### src/rtl/snn_pkg.sv
// Shared SNN definitions: FSM state codes, default decoder sizing and the
// saturating-increment helper also used by the spike encoder.
package snn_pkg;

    localparam logic [0:0] ST_IDLE  = 1'b0;
    localparam logic [0:0] ST_ACCUM = 1'b1;

    localparam int DEFAULT_WINDOW = 64;
    localparam int DEFAULT_CNT_W  = 8;

    // Adds inc to value but never goes past max_val, so counters cannot wrap.
    function automatic logic [31:0] sat_inc(input logic [31:0] value,
                                            input logic        inc,
                                            input logic [31:0] max_val);
        if (inc && (value < max_val)) begin
            sat_inc = value + 32'd1;
        end else begin
            sat_inc = value;
        end
    endfunction

endpackage

### src/rtl/snn_spike_channel_counter.sv
// Per-channel saturating spike counter. With SNN_DECODER_EDGE_COUNT_EN defined
// only rising edges are counted; otherwise every high sample is counted.
module snn_spike_channel_counter
    import snn_pkg::*;
#(
    parameter int CNT_W = DEFAULT_CNT_W
) (
    input  logic             clk,
    input  logic             reset,
    input  logic             clear,
    input  logic             count_en,
    input  logic             restart,
    input  logic             spike,
    output logic [CNT_W-1:0] count_next
);

    localparam logic [31:0] CNT_MAX = 32'((64'd1 << CNT_W) - 64'd1);

    logic [CNT_W-1:0] count_r;
    logic             hit_s;

`ifdef SNN_DECODER_EDGE_COUNT_EN
    logic prev_r;

    // Previous sample survives window restarts so an edge spanning the boundary counts once.
    always_ff @(posedge clk) begin
        if (reset || clear) begin
            prev_r <= 1'b0;
        end else if (count_en) begin
            prev_r <= spike;
        end else begin
            prev_r <= prev_r;
        end
    end

    always_comb begin
        hit_s = spike & ~prev_r;
    end
`else
    always_comb begin
        hit_s = spike;
    end
`endif

    // count_next includes the current sample so the top can capture the last window cycle.
    always_comb begin
        if (count_en) begin
            count_next = CNT_W'(sat_inc(32'(count_r), hit_s, CNT_MAX));
        end else begin
            count_next = count_r;
        end
    end

    always_ff @(posedge clk) begin
        if (reset || clear || restart) begin
            count_r <= {CNT_W{1'b0}};
        end else if (count_en) begin
            count_r <= count_next;
        end else begin
            count_r <= count_r;
        end
    end

endmodule

### src/rtl/snn_spike_rate_decoder.sv
// Spike-rate decoder: accumulates per-channel spike counts over WINDOW cycles and
// presents counts plus argmax winner via valid/ready. Option: SNN_DECODER_EDGE_COUNT_EN.
module snn_spike_rate_decoder
    import snn_pkg::*;
#(
    parameter int NUM_CH = 2,
    parameter int WINDOW = DEFAULT_WINDOW,
    parameter int CNT_W  = DEFAULT_CNT_W
) (
    input  logic                      clk,
    input  logic                      reset,
    input  logic                      enable,
    input  logic [NUM_CH-1:0]         spikes_in,
    output logic [NUM_CH*CNT_W-1:0]   out_counts,
    output logic [$clog2(NUM_CH)-1:0] out_winner,
    output logic                      out_valid,
    input  logic                      out_ready,
    output logic                      overrun
);

    localparam int WIN_W = $clog2(WINDOW);
    localparam int IDX_W = $clog2(NUM_CH);
    localparam logic [WIN_W-1:0] WIN_LAST = WIN_W'(WINDOW - 1);

    logic [0:0]               state_r;
    logic [WIN_W-1:0]         wcnt_r;
    logic                     count_en_s;
    logic                     clear_s;
    logic                     win_end_s;
    logic [CNT_W-1:0]         ch_next_s [NUM_CH];
    logic [NUM_CH*CNT_W-1:0]  final_counts_s;
    logic [IDX_W-1:0]         best_idx_s;
    logic [CNT_W-1:0]         best_cnt_s;

    always_comb begin
        count_en_s = (state_r == ST_ACCUM) && enable;
        clear_s    = (state_r == ST_IDLE) || !enable;
        win_end_s  = count_en_s && (wcnt_r == WIN_LAST);
    end

    genvar g;
    generate
        for (g = 0; g < NUM_CH; g++) begin : g_ch
            snn_spike_channel_counter #(.CNT_W(CNT_W)) u_counter (
                .clk        (clk),
                .reset      (reset),
                .clear      (clear_s),
                .count_en   (count_en_s),
                .restart    (win_end_s),
                .spike      (spikes_in[g]),
                .count_next (ch_next_s[g])
            );
            assign final_counts_s[g*CNT_W +: CNT_W] = ch_next_s[g];
        end
    endgenerate

    // Strictly-greater comparison keeps the lowest index on ties.
    always_comb begin
        best_idx_s = {IDX_W{1'b0}};
        best_cnt_s = ch_next_s[0];
        for (int i = 1; i < NUM_CH; i++) begin
            if (ch_next_s[i] > best_cnt_s) begin
                best_cnt_s = ch_next_s[i];
                best_idx_s = IDX_W'(i);
            end else begin
                best_cnt_s = best_cnt_s;
                best_idx_s = best_idx_s;
            end
        end
    end

    always_ff @(posedge clk) begin
        if (reset) begin
            state_r <= ST_IDLE;
            wcnt_r  <= {WIN_W{1'b0}};
        end else begin
            case (state_r)
                ST_IDLE: begin
                    state_r <= enable ? ST_ACCUM : ST_IDLE;
                    wcnt_r  <= {WIN_W{1'b0}};
                end
                ST_ACCUM: begin
                    if (!enable) begin
                        state_r <= ST_IDLE;
                        wcnt_r  <= {WIN_W{1'b0}};
                    end else if (wcnt_r == WIN_LAST) begin
                        state_r <= ST_ACCUM;
                        wcnt_r  <= {WIN_W{1'b0}};
                    end else begin
                        state_r <= ST_ACCUM;
                        wcnt_r  <= wcnt_r + WIN_W'(1'b1);
                    end
                end
                default: begin
                    state_r <= ST_IDLE;
                    wcnt_r  <= {WIN_W{1'b0}};
                end
            endcase
        end
    end

    // A finished window loads only if the output slot is free or being drained this cycle.
    always_ff @(posedge clk) begin
        if (reset) begin
            out_counts <= {(NUM_CH*CNT_W){1'b0}};
            out_winner <= {IDX_W{1'b0}};
            out_valid  <= 1'b0;
            overrun    <= 1'b0;
        end else if (win_end_s && (!out_valid || out_ready)) begin
            out_counts <= final_counts_s;
            out_winner <= best_idx_s;
            out_valid  <= 1'b1;
        end else if (win_end_s) begin
            overrun    <= 1'b1;
        end else if (out_valid && out_ready) begin
            out_valid  <= 1'b0;
        end else begin
            out_valid  <= out_valid;
        end
    end

endmodule
### config.mk
export PLATFORM = sky130hd
export DESIGN_NAME = snn_spike_rate_decoder
export DESIGN_NICKNAME = d
export VERILOG_FILES = /design/src/rtl/snn_pkg.sv /design/src/rtl/snn_spike_channel_counter.sv /design/src/rtl/snn_spike_rate_decoder.sv
export SDC_FILE = /design/constraint.sdc
export NUM_CORES = 1
export LEC_CHECK = 0
export CORE_MARGIN = 2
export CORE_UTILIZATION = 25
export CTS_CLUSTER_SIZE = 16
export DETAILED_ROUTE_END_ITERATION = 10
export SYNTH_ARGS = -nofsm -noshare
export SYNTH_HDL_FRONTEND = slang
export SYNTH_SLANG_ARGS = --single-unit
### constraint.sdc
create_clock -name clk -period 2.9 [get_ports clk]
set_input_delay 0.58 -clock clk [delete_from_list [all_inputs] [get_ports clk]]
set_output_delay 0.58 -clock clk [all_outputs]
set_load 0.02 [all_outputs]
==> reports/metrics.sh <==
POSTLAYOUTCOREUTIL_PCT=34.1
CRITPATHLAUNCHTYPE='input pin'
ANTENNA_FOUND_INITIAL=0
SYNTHESIS.YOSYS.WARNINGS=0
SYNTH_FLOP_CELL='sky130_fd_sc_hd__dfxtp_1'
NUMBER_OF_NETS_IN_THE_LAYOUT=268
SYNTH.YOSYS.SEQ_AREA_SHARE_PCT=44.6
CRITICAL_PATH.MAX_FANOUT=3
FINALSETUPVIOLCOUNT=0
TIMING.HOLD.WORST.CLASS='register to register'
FMAX_MHz=365
SYNTHTOLAYOUTAREAGROWTH_PCT=31.8
PLACED_CELLS_INCL_TAPS=342
NETLIST_TOP_CELLS_AREA='sky130_fd_sc_hd__dfxtp_1, sky130_fd_sc_hd__nor2_1, sky130_fd_sc_hd__ha_1'
POWER_DENSITY_nW_PER_UM2=429
HOLD_VIOLATION_TOTAL_FROM_THE_FINAL_REPORT=0
WL_MET3_UM=152
DRTPASS1ITERATIONS=4
BUFFER_PORTS.INSERTED=24
ROUTE.MET2.WL_UM=1900
CLK-INSERTION-DELAY-LATE_NS=0.29
FINAL_MIN_PERIOD_OVER_CLOCK_PERIOD_PCT=94.5
ANTENNA-DIODE-COUNT=0
POST_SYNTH_NUM_CELL_TYPES=34
FIRST_ITER_VIOLATIONS=53
WORST_EP_ARRIVAL_TIME_NS=2.91
GLOBAL_ROUTE_WIRE_LENGTH_BEFORE_REPAIR_UM=6980
CAP_VIOL_MAX_COUNT=0
CTS_MAX_LEVEL=2
GRT_REMAINING_OVERFLOW=0
FINAL.HOLD.WORST_SLACK_NS=0.452
POST-ROUTE-MIN-PERIOD_NS=2.74
YOSYS_REGISTER_BITS=42
FINAL-MAX-SLEW-VIOLATION-COUNT=0
DR_TOTAL_VIAS=1542
MAX-SLEW-MARGIN-REL_PCT=39.3
ROWS=31
CRITICALPATHCATEGORY='input pin to register'
TIGHTEST_SLEW_NS=0.910
CLK_PIN_SLEW_NS=0.08
FIN_SKEW_NS=0.0102
PIN_COUNT=25
SYN_AREA_PER_CELL_UM2=9.07
DIE_X_UM=90.9
POSTSYNTHCELLCOUNT=208
SYNTH_TOP_AREA_CELL='sky130_fd_sc_hd__dfxtp_1'
INITIAL_CORE_UTIL_PCT=25.9
SETUP.REG_TO_REG.WORST_SLACK_NS=0.30
YOSYSTOPAREACELLSHARE_PCT=44.6
OUTCOME='completed'
ROUTE.DETAILED.VIAS_PER_INST=4.39
VIA_COUNT_OF_THE_FIRST_GLOBAL_ROUTING_PASS=1539
CTS_TREE='yes'
DRIVE_ABOVE_1_SHARE_PCT=13.5
PLACE_WORST_SETUP_SLACK_NS=-0.109
CRIT_REQUIRED_NS=3.07
DIE_H_UM=90.9
PLACER_S_FINAL_ROUTABILITY_CONGESTION_ESTIMATE=0.815
TOTAL_POWER_mW=1.07
TRACK_USAGE_PCT=10.5
SYN_NETS=225
STATIC-LEAKAGE-POWER_nW=0.945
MAXIMUM_NUMBER_OF_PINS_ON_ONE_NET_BEFORE_GLOBAL_ROUTE_REPAIR=24
CTS_BUFFER_DEPTH=2
DETAILEDPLACEMENTHPWL_UM=3080
YS_ASYNC_SR_FRACTION_PCT=0
SYN-CELL-AREA_UM2=1890
WL_MET1_UM=2080
CTS.ROOT.BUFFER_CELL='sky130_fd_sc_hd__clkbuf_8'
CTS_MADE_BUFFERS=5
AVGROUTEDWIREPERCELL_UM=11.9
SETUP.WORST_PATH.END_CLASS='register'
TRITONCTS_NUM_SINKS=42
NUMBER_OF_FLOPS_MAPPED_TO_ENABLE_CELLS_BY_YOSYS=0
DESIGN.CORE.AREA_UM2=7290
HIGHEST_LAYER='met4'
TOTAL_WIRE_LENGTH_UM=4170
POST_LAYOUT_NONFILLER_INSTANCES=351
DETAIL_ROUTE.DRC_VIOLATIONS=0
DETAIL-ROUTE-ANTENNA-NETS=0
SETUP_SLACK_NS=0.159
FP.DIEAREA_UM2=8260
IRDROPWORSTVDD_mV=0.223
[synthesized netlist by cell type (all sizes together), types with 3 or more instances]
cell type	instances
clkbuf	5
mux2i	5
nand2	11
a211oi	11
dfxtp	42
o22ai	6
nor2	39
ha	11
nand4	8
inv	12
xor2	5
nand3	4
a21oi	7
and3	6
xnor2	7
nand2b	8
nor2b	3
[what timing repair did]
item | 4_1_cts | 5_1_grt
setup endpoints to repair | 0 | 1
hold buffers | 0 | 0
resized for setup | 0 | 2
buffers inserted | 0 | 1
[state kept, by name, indices dropped and copies added, names as in the netlist]
signal and cells:
out_winner 1, g_ch.u_counter.count_r 16, overrun 1, wcnt_r 6, out_valid 1, state_r 1, out_counts 16
[where the power goes]
part | internal (mW) | switching (mW) | total, mW | leakage (nW)
Sequential | 0.577 | 0.00106 | 0.578 | 0.338
Combinational | 0.0150 | 0.0160 | 0.0310 | 0.555
Clock | 0.258 | 0.200 | 0.458 | 0.0524
Total | 0.850 | 0.217 | 1.07 | 0.945
[worst max-delay path, stage by stage]
cell and delay [ns]:
sky130_fd_sc_hd__clkdlybuf4s50_1 0.52, sky130_fd_sc_hd__and3_1 0.22, sky130_fd_sc_hd__and3_1 0.18, sky130_fd_sc_hd__and3_1 0.19, sky130_fd_sc_hd__mux2i_2 0.26, sky130_fd_sc_hd__inv_1 0.08
sky130_fd_sc_hd__ha_1 0.33, sky130_fd_sc_hd__a21oi_1 0.16, sky130_fd_sc_hd__nand2_1 0.07, sky130_fd_sc_hd__a211oi_1 0.22, sky130_fd_sc_hd__o32ai_1 0.11
[cell families after synthesis]
| group | after synthesis | share of synthesized area (%) |
|---|---|---|
| adder cells (fa/ha/maj) | 11 | 7.29 |
| XOR/XNOR | 12 | 5.57 |
| AND/OR/NAND/NOR | 87 | 23.7 |
| buffers and inverters | 19 | 4.04 |
| flip-flops | 42 | 44.6 |
| AO/OA/AOI/OAI | 32 | 11.5 |
| multiplexers | 5 | 3.32 |
[per-layer routing]
metal	global-route usage, %	vias up
met3	3.01	4
met1	13.4	703
li1	-	808
met2	17.3	27
met5	0	-
met4	3.03	0
[area by class of cell]
cell class | instances | area, µm²
flip-flops and latches | 42 | 841
well taps | 99 | 124
clock buffers | 7 | 76.3
inverters | 12 | 45.0
repair buffers | 43 | 398
multi-input cells | 147 | 973
fillers | 766 | 4800
clock inverters | 1 | 30.0
[final timing paths]
check	end	start	depth (start not counted)
worst min register to register	wcnt_r[0]	wcnt_r[0]	1
worst max register to register	out_winner	g_ch[0].u_counter.count_r[1]	11
worst min-delay path	wcnt_r[0]	wcnt_r[0]	1
worst max-delay path	out_winner	spikes_in[1]	11
[cells in the final DEF (no fill, tap or decap), types with 2 or more instances in the layout]
| cell | count |
|---|---|
| sky130_fd_sc_hd__nand4_2 | 2 |
| sky130_fd_sc_hd__o21ai_0 | 2 |
| sky130_fd_sc_hd__and2_1 | 2 |
| sky130_fd_sc_hd__and4_1 | 2 |
| sky130_fd_sc_hd__ha_1 | 11 |
| sky130_fd_sc_hd__nand4_1 | 6 |
| sky130_fd_sc_hd__nor3_1 | 2 |
| sky130_fd_sc_hd__dfxtp_1 | 42 |
| sky130_fd_sc_hd__o211ai_1 | 2 |
| sky130_fd_sc_hd__nand2_1 | 11 |
| sky130_fd_sc_hd__clkbuf_1 | 2 |
| sky130_fd_sc_hd__inv_1 | 12 |
| sky130_fd_sc_hd__mux2i_1 | 3 |
| sky130_fd_sc_hd__clkbuf_8 | 5 |
| sky130_fd_sc_hd__xnor2_1 | 7 |
| sky130_fd_sc_hd__nand3_1 | 4 |
| sky130_fd_sc_hd__a211oi_1 | 11 |
| sky130_fd_sc_hd__nor2b_1 | 3 |
| sky130_fd_sc_hd__o22ai_1 | 6 |
| sky130_fd_sc_hd__nand2b_1 | 8 |
| sky130_fd_sc_hd__xor2_1 | 5 |
| sky130_fd_sc_hd__and3_1 | 5 |
| sky130_fd_sc_hd__clkdlybuf4s50_1 | 23 |
| sky130_fd_sc_hd__nor2_1 | 38 |
| sky130_fd_sc_hd__a21oi_1 | 7 |
| sky130_fd_sc_hd__buf_4 | 18 |
[stage by stage]
stage	area, µm²	setup TNS [ns]
2_1_floorplan	1890	0
3_3_place_gp	2370	-0.0626
3_5_place_dp	2370	-0.109
4_1_cts	2470	0
5_1_grt	2490	-0.00858
6_report	2490	0
Power figures use the tool's default switching activity.
==> edit 1: new RTL, same settings <==
Add a define of `SNN_DECODER_EDGE_COUNT_EN`.
--- a/src/rtl/snn_spike_channel_counter.sv
+++ b/src/rtl/snn_spike_channel_counter.sv
@@ -1,5 +1,7 @@
 // Per-channel saturating spike counter. With SNN_DECODER_EDGE_COUNT_EN defined
 // only rising edges are counted; otherwise every high sample is counted.
+`define SNN_DECODER_EDGE_COUNT_EN
+
 module snn_spike_channel_counter
     import snn_pkg::*;
 #(
Function: no difference found for any inputs over 10 cycles, from zero or initial values and one cycle with reset high; that may be too few to reach the edited logic, so the function may still have changed.
==> edit 1 against the original RTL <==
- routed wire length increased by 12%
- critical path depth is 1 lower
- power is 3.7% higher
- synthesized area grew 5.9%
- sequential share of layout area up 0.11 points
- register-to-register slack better by 0.19 ns
- cell count up 7.1%
- die area is 5.6% higher
- setup slack improved by 0.069 ns
- design area is 4.4% higher
- sequential cell count grew 2
==> edit 1: results (changes against the original RTL) <==
stage;metric;value;unit;change
layout;multi_input_area;1020;um^2;+4.8%
logic_synthesis;synth_cell_types;38;;+12%
global_routing;met2_usage;19.0;%;+1.7 points
placed_design;place_ws;-0.0969;ns;+0.0117 ns
placed_design;placed_cells;368;;+7.6%
detailed_routing;wl_per_cell;12.4;um;+4.6%
power;internal-power;0.875;mW;+2.9%
detailed_routing;dr_wl_met2;2180;um;+15%
global_routing;first_global_vias;1782;;+16%
detailed_routing;first_iter_violations;119;;+120%
global_routing;grt_use_met3;2.42;%;-0.59 points
global_routing;grt_usage;11.5;%;+0.98 points
setup_path;worstPathArrival;2.85;ns;-0.06 ns
logic_synthesis;synth_xor_area_share;2.63;%;-2.9 points
global_routing;grt_max_degree;23;;-4.2%
layout;num-fill-cells;810;;+5.7%
logic_synthesis;synth_commonest_cells;44 x dfxtp_1, 32 x nor2_1, 26 x nand2_1;;
logic_synthesis;synth_compound_area_share;12.1;%;+0.61 points
setup_path;cp_max_fo;5;;+2
power;leakagePower;1.01;nW;+6.8%
setup_path;timing.rr.start;g_ch[1].u_counter.count_r[0];;
logic_synthesis;netlist_instances;229;;+10%
power;ir_worst_vdd;0.000232;V;+3.8%
global_routing;grt_pass1_wl;7960;um;+14%
logic_synthesis;synth_fp_nets;246;;+9.3%
layout;n_sequential_cell;44;;+4.8%
setup_path;slowest_delay;0.55;ns;+0.03 ns
logic_synthesis;synthAdderAreaFrac;6.89;%;-0.41 points
placed_design;hpwl;3480;um;+13%
global_routing;use_met1;15.0;%;+1.6 points
placed_design;place_congestion;0.804;;-1.3%
logic_synthesis;synthMuxAreaShare;5.01;%;+1.7 points
detailed_routing;met1_length;2240;um;+7.6%
layout;seq-cell-share;33.9;%;+0.11 points
setup_path;r2r_slack;0.49;ns;+0.19 ns
sta;slew_headroom;49.2;%;+9.9 points
detailed_routing;dr.pass1.iters;5;;+1
logic_synthesis;yosys-top-cells-area;dfxtp_1 44%, ha_1 6.9%, nor2_1 6.0%;;
layout;multi_input_comb_cells;163;;+11%
layout;buf_share;15.9;%;-0.10 points
power;p_clk_share;42.1;%;-0.8 points
power;seq-power;0.608;mW;+5.2%
detailed_routing;routed_via_density;4.69;;+6.7%
setup_path;r2r_cells;10;;-1
layout;clkCellAreaFrac;4.29;%;+0.011 points
status;status;completed;;
setup_path;startpoint;enable;;
==> edit 1: cell types whose count changed in the layout (fill, tap and decap cells not counted), sizes merged, moves of 5 or more <==
| cell | change |
|---|---|
| xnor2 | -5 |
| o22ai | +6 |
| a21oi | -5 |
| mux2i | +5 |
| nand2 | +16 |
| nand2b | -7 |
| nor2 | -7 |
| nand3 | +9 |
| o21ai | +5 |
| a211oi | -6 |
==> edit 1: metrics by stage <==
| step | area, um^2 | power [mW] |
|---|---|---|
| after floorplan | 2000 | 0.637 |
| after global placement | 2490 | 0.655 |
| after detailed placement | 2490 | 0.655 |
| after CTS | 2600 | 1.13 |
| after global routing | 2600 | 1.15 |
| final | 2600 | 1.11 |
==> edit 1: kinds of logic after synthesis <==
kind of cell,Yosys count
adders and majority gates,11
muxes,10
and+or+nand+nor,99
xor gates and xnor gates,6
AOI/OAI and AO/OA,37
buffers and inverters,22
DFF,44
==> edit 2: new RTL, same settings <==
Without the edit above. Put one more register stage on the output `out_counts`, without a reset. The value now appears one clock later. The other outputs are not delayed to match.
--- a/src/rtl/snn_spike_rate_decoder.sv
+++ b/src/rtl/snn_spike_rate_decoder.sv
@@ -21,6 +21,8 @@
     localparam int WIN_W = $clog2(WINDOW);
     localparam int IDX_W = $clog2(NUM_CH);
     localparam logic [WIN_W-1:0] WIN_LAST = WIN_W'(WINDOW - 1);
+
+    logic [NUM_CH*CNT_W-1:0] out_counts_s0;
 
     logic [0:0]               state_r;
     logic [WIN_W-1:0]         wcnt_r;
@@ -102,12 +104,12 @@
     // A finished window loads only if the output slot is free or being drained this cycle.
     always_ff @(posedge clk) begin
         if (reset) begin
-            out_counts <= {(NUM_CH*CNT_W){1'b0}};
+            out_counts_s0 <= {(NUM_CH*CNT_W){1'b0}};
             out_winner <= {IDX_W{1'b0}};
             out_valid  <= 1'b0;
             overrun    <= 1'b0;
         end else if (win_end_s && (!out_valid || out_ready)) begin
-            out_counts <= final_counts_s;
+            out_counts_s0 <= final_counts_s;
             out_winner <= best_idx_s;
             out_valid  <= 1'b1;
         end else if (win_end_s) begin
@@ -119,4 +121,8 @@
         end
     end
 
+    always_ff @(posedge clk) begin
+        out_counts <= out_counts_s0;
+    end
+
 endmodule
Check against the original RTL: same outputs for any inputs over 10 cycles, from zero or initial values and one cycle with reset high; that may be too few to reach the edited logic, so the function may still have changed.
==> edit 2 against the original RTL <==
- cell count up 11%
- design area rose by 19%
- highest routed layer unchanged
- power grew 44%
- first-iteration DRC count increased by 70%
- routed wire length rose by 6.4%
- largest power group unchanged
- sequential cell count increased by 16
- sequential share of layout area grew 5.4 points
- synthesized area grew 21%
- hold slack lost 0.10 ns
- setup slack better by 0.059 ns
- register-to-register slack improved by 0.04 ns
==> edit 2: results (changes against the original RTL) <==
stage;metric;value;unit;change
sta;slew_headroom;66.3;%;+27 points
setup_path;r2r_cells;12;;+1
min_path;hold_depth;0;;-1
placed_design;placed_cells;374;;+9.4%
logic_synthesis;yosys-top-cells-area;dfxtp_1 51%, ha_1 6.0%, nor2_1 5.1%;;
setup_path;worstPathArrival;2.90;ns;about the same
sta;period_needed;2.68;ns;-0.0585 ns
logic_synthesis;avgSynthCellArea;9.96;um^2;+9.8%
detailed_routing;wirelength;4440;um;+6.4%
placed_design;place_ws;-0.149;ns;-0.0408 ns
clock_network;htreeDepth;3;;+1
power;leakagePower;1.10;nW;+16%
setup_path;startpoint;enable;;
layout;reg_top3;g_ch.u_counter.count_r: 16 flops, out_counts: 16 flops, out_counts_s0: 16 flops;;
detailed_routing;routed_via_density;4.35;;-0.87%
setup_path;slowest_delay;0.58;ns;+0.06 ns
sta;fin_worst_skew;0.00701;ns;-0.00323 ns
setup_path;cp_max_fo;5;;+2
min_path;worstHoldPathType;register to register;;
power;ir_worst_vdd;0.000198;V;-11%
global_routing;first_global_vias;1591;;+3.4%
logic_synthesis;synth_fp_nets;246;;+9.3%
clock_network;clkLatencyLatePin;0.33;ns;+0.04 ns
detailed_routing;first_iter_violations;90;;+70%
detailed_routing;num_vias;1694;;+9.9%
placed_design;dpl-instance-area;2780;um^2;+17%
logic_synthesis;seq_area_frac_synth;50.9;%;+6.3 points
clock_network;cts_resized;0;;unchanged
layout;drive_above_1_share;19.2;%;+5.7 points
logic_synthesis;synth_commonest_cells;58 x dfxtp_1, 31 x nor2_1, 17 x nand2_1;;
global_routing;grt_max_degree;23;;-4.2%
layout;nNetsFinal;294;;+9.7%
setup_path;timing.rr.start;g_ch[1].u_counter.count_r[0];;
global_routing;grt_pass1_wl;7460;um;+6.9%
status;status;completed;;
==> edit 2: layer usage <==
layer | part of all wire (%) | vias to the layer above | routed length (um) | track usage, %
met5 | 0 | - | 0 | 0
li1 | - | 891 | - | -
met2 | 46 | 27 | 2040 | 15.4
met4 | 1.6 | 0 | 73 | 4.53
met3 | 5.4 | 9 | 241 | 4.36
met1 | 47 | 767 | 2080 | 11.6
==> edit 2: worst min-delay path by stage <==
stage	from	end	slack, ns
2_1_floorplan	out_counts_s0[10]	out_counts[10]	0.33
6_report	out_counts_s0[10]	out_counts[10]	0.35
5_1_grt	out_counts_s0[14]	out_counts[14]	0.36
3_5_place_dp	out_counts_s0[10]	out_counts[10]	0.34
3_3_place_gp	out_counts_s0[10]	out_counts[10]	0.34
4_1_cts	out_counts_s0[10]	out_counts[10]	0.35
==> edit 2: final cells by class <==
class / count / area (um^2)
multi-input combinational: 156 / 1050
clock inverter: 3 / 40.0
sequential: 58 / 1160
inverter: 8 / 30.0
timing repair buffer: 44 / 403
clock buffer: 12 / 145
fill: 886 / 5840
tap: 108 / 135
==> edit 2: kinds of logic after synthesis <==
family / Yosys count / share of synthesized area [%]
adders and majority gates: 11 / 6.03
buffers and inverters: 15 / 3.13
AOI/OAI and AO/OA: 32 / 11.6
muxes: 5 / 2.19
and+or+nand+nor: 97 / 21.9
DFF: 58 / 50.9
xor gates and xnor gates: 11 / 4.22
==> edit 2: power by group <==
part | internal (mW) | switching (mW)
clock | 0.413 | 0.290
sequential | 0.798 | 0.00155
combinational | 0.0152 | 0.0165
==> edit 2: through the flow <==
step	utilization (%)	total power, mW
2_1_floorplan	-	0.831
3_3_place_gp	31.5	0.849
3_5_place_dp	31.5	0.850
4_1_cts	33.6	1.56
5_1_grt	33.6	1.60
6_report	33.6	1.53
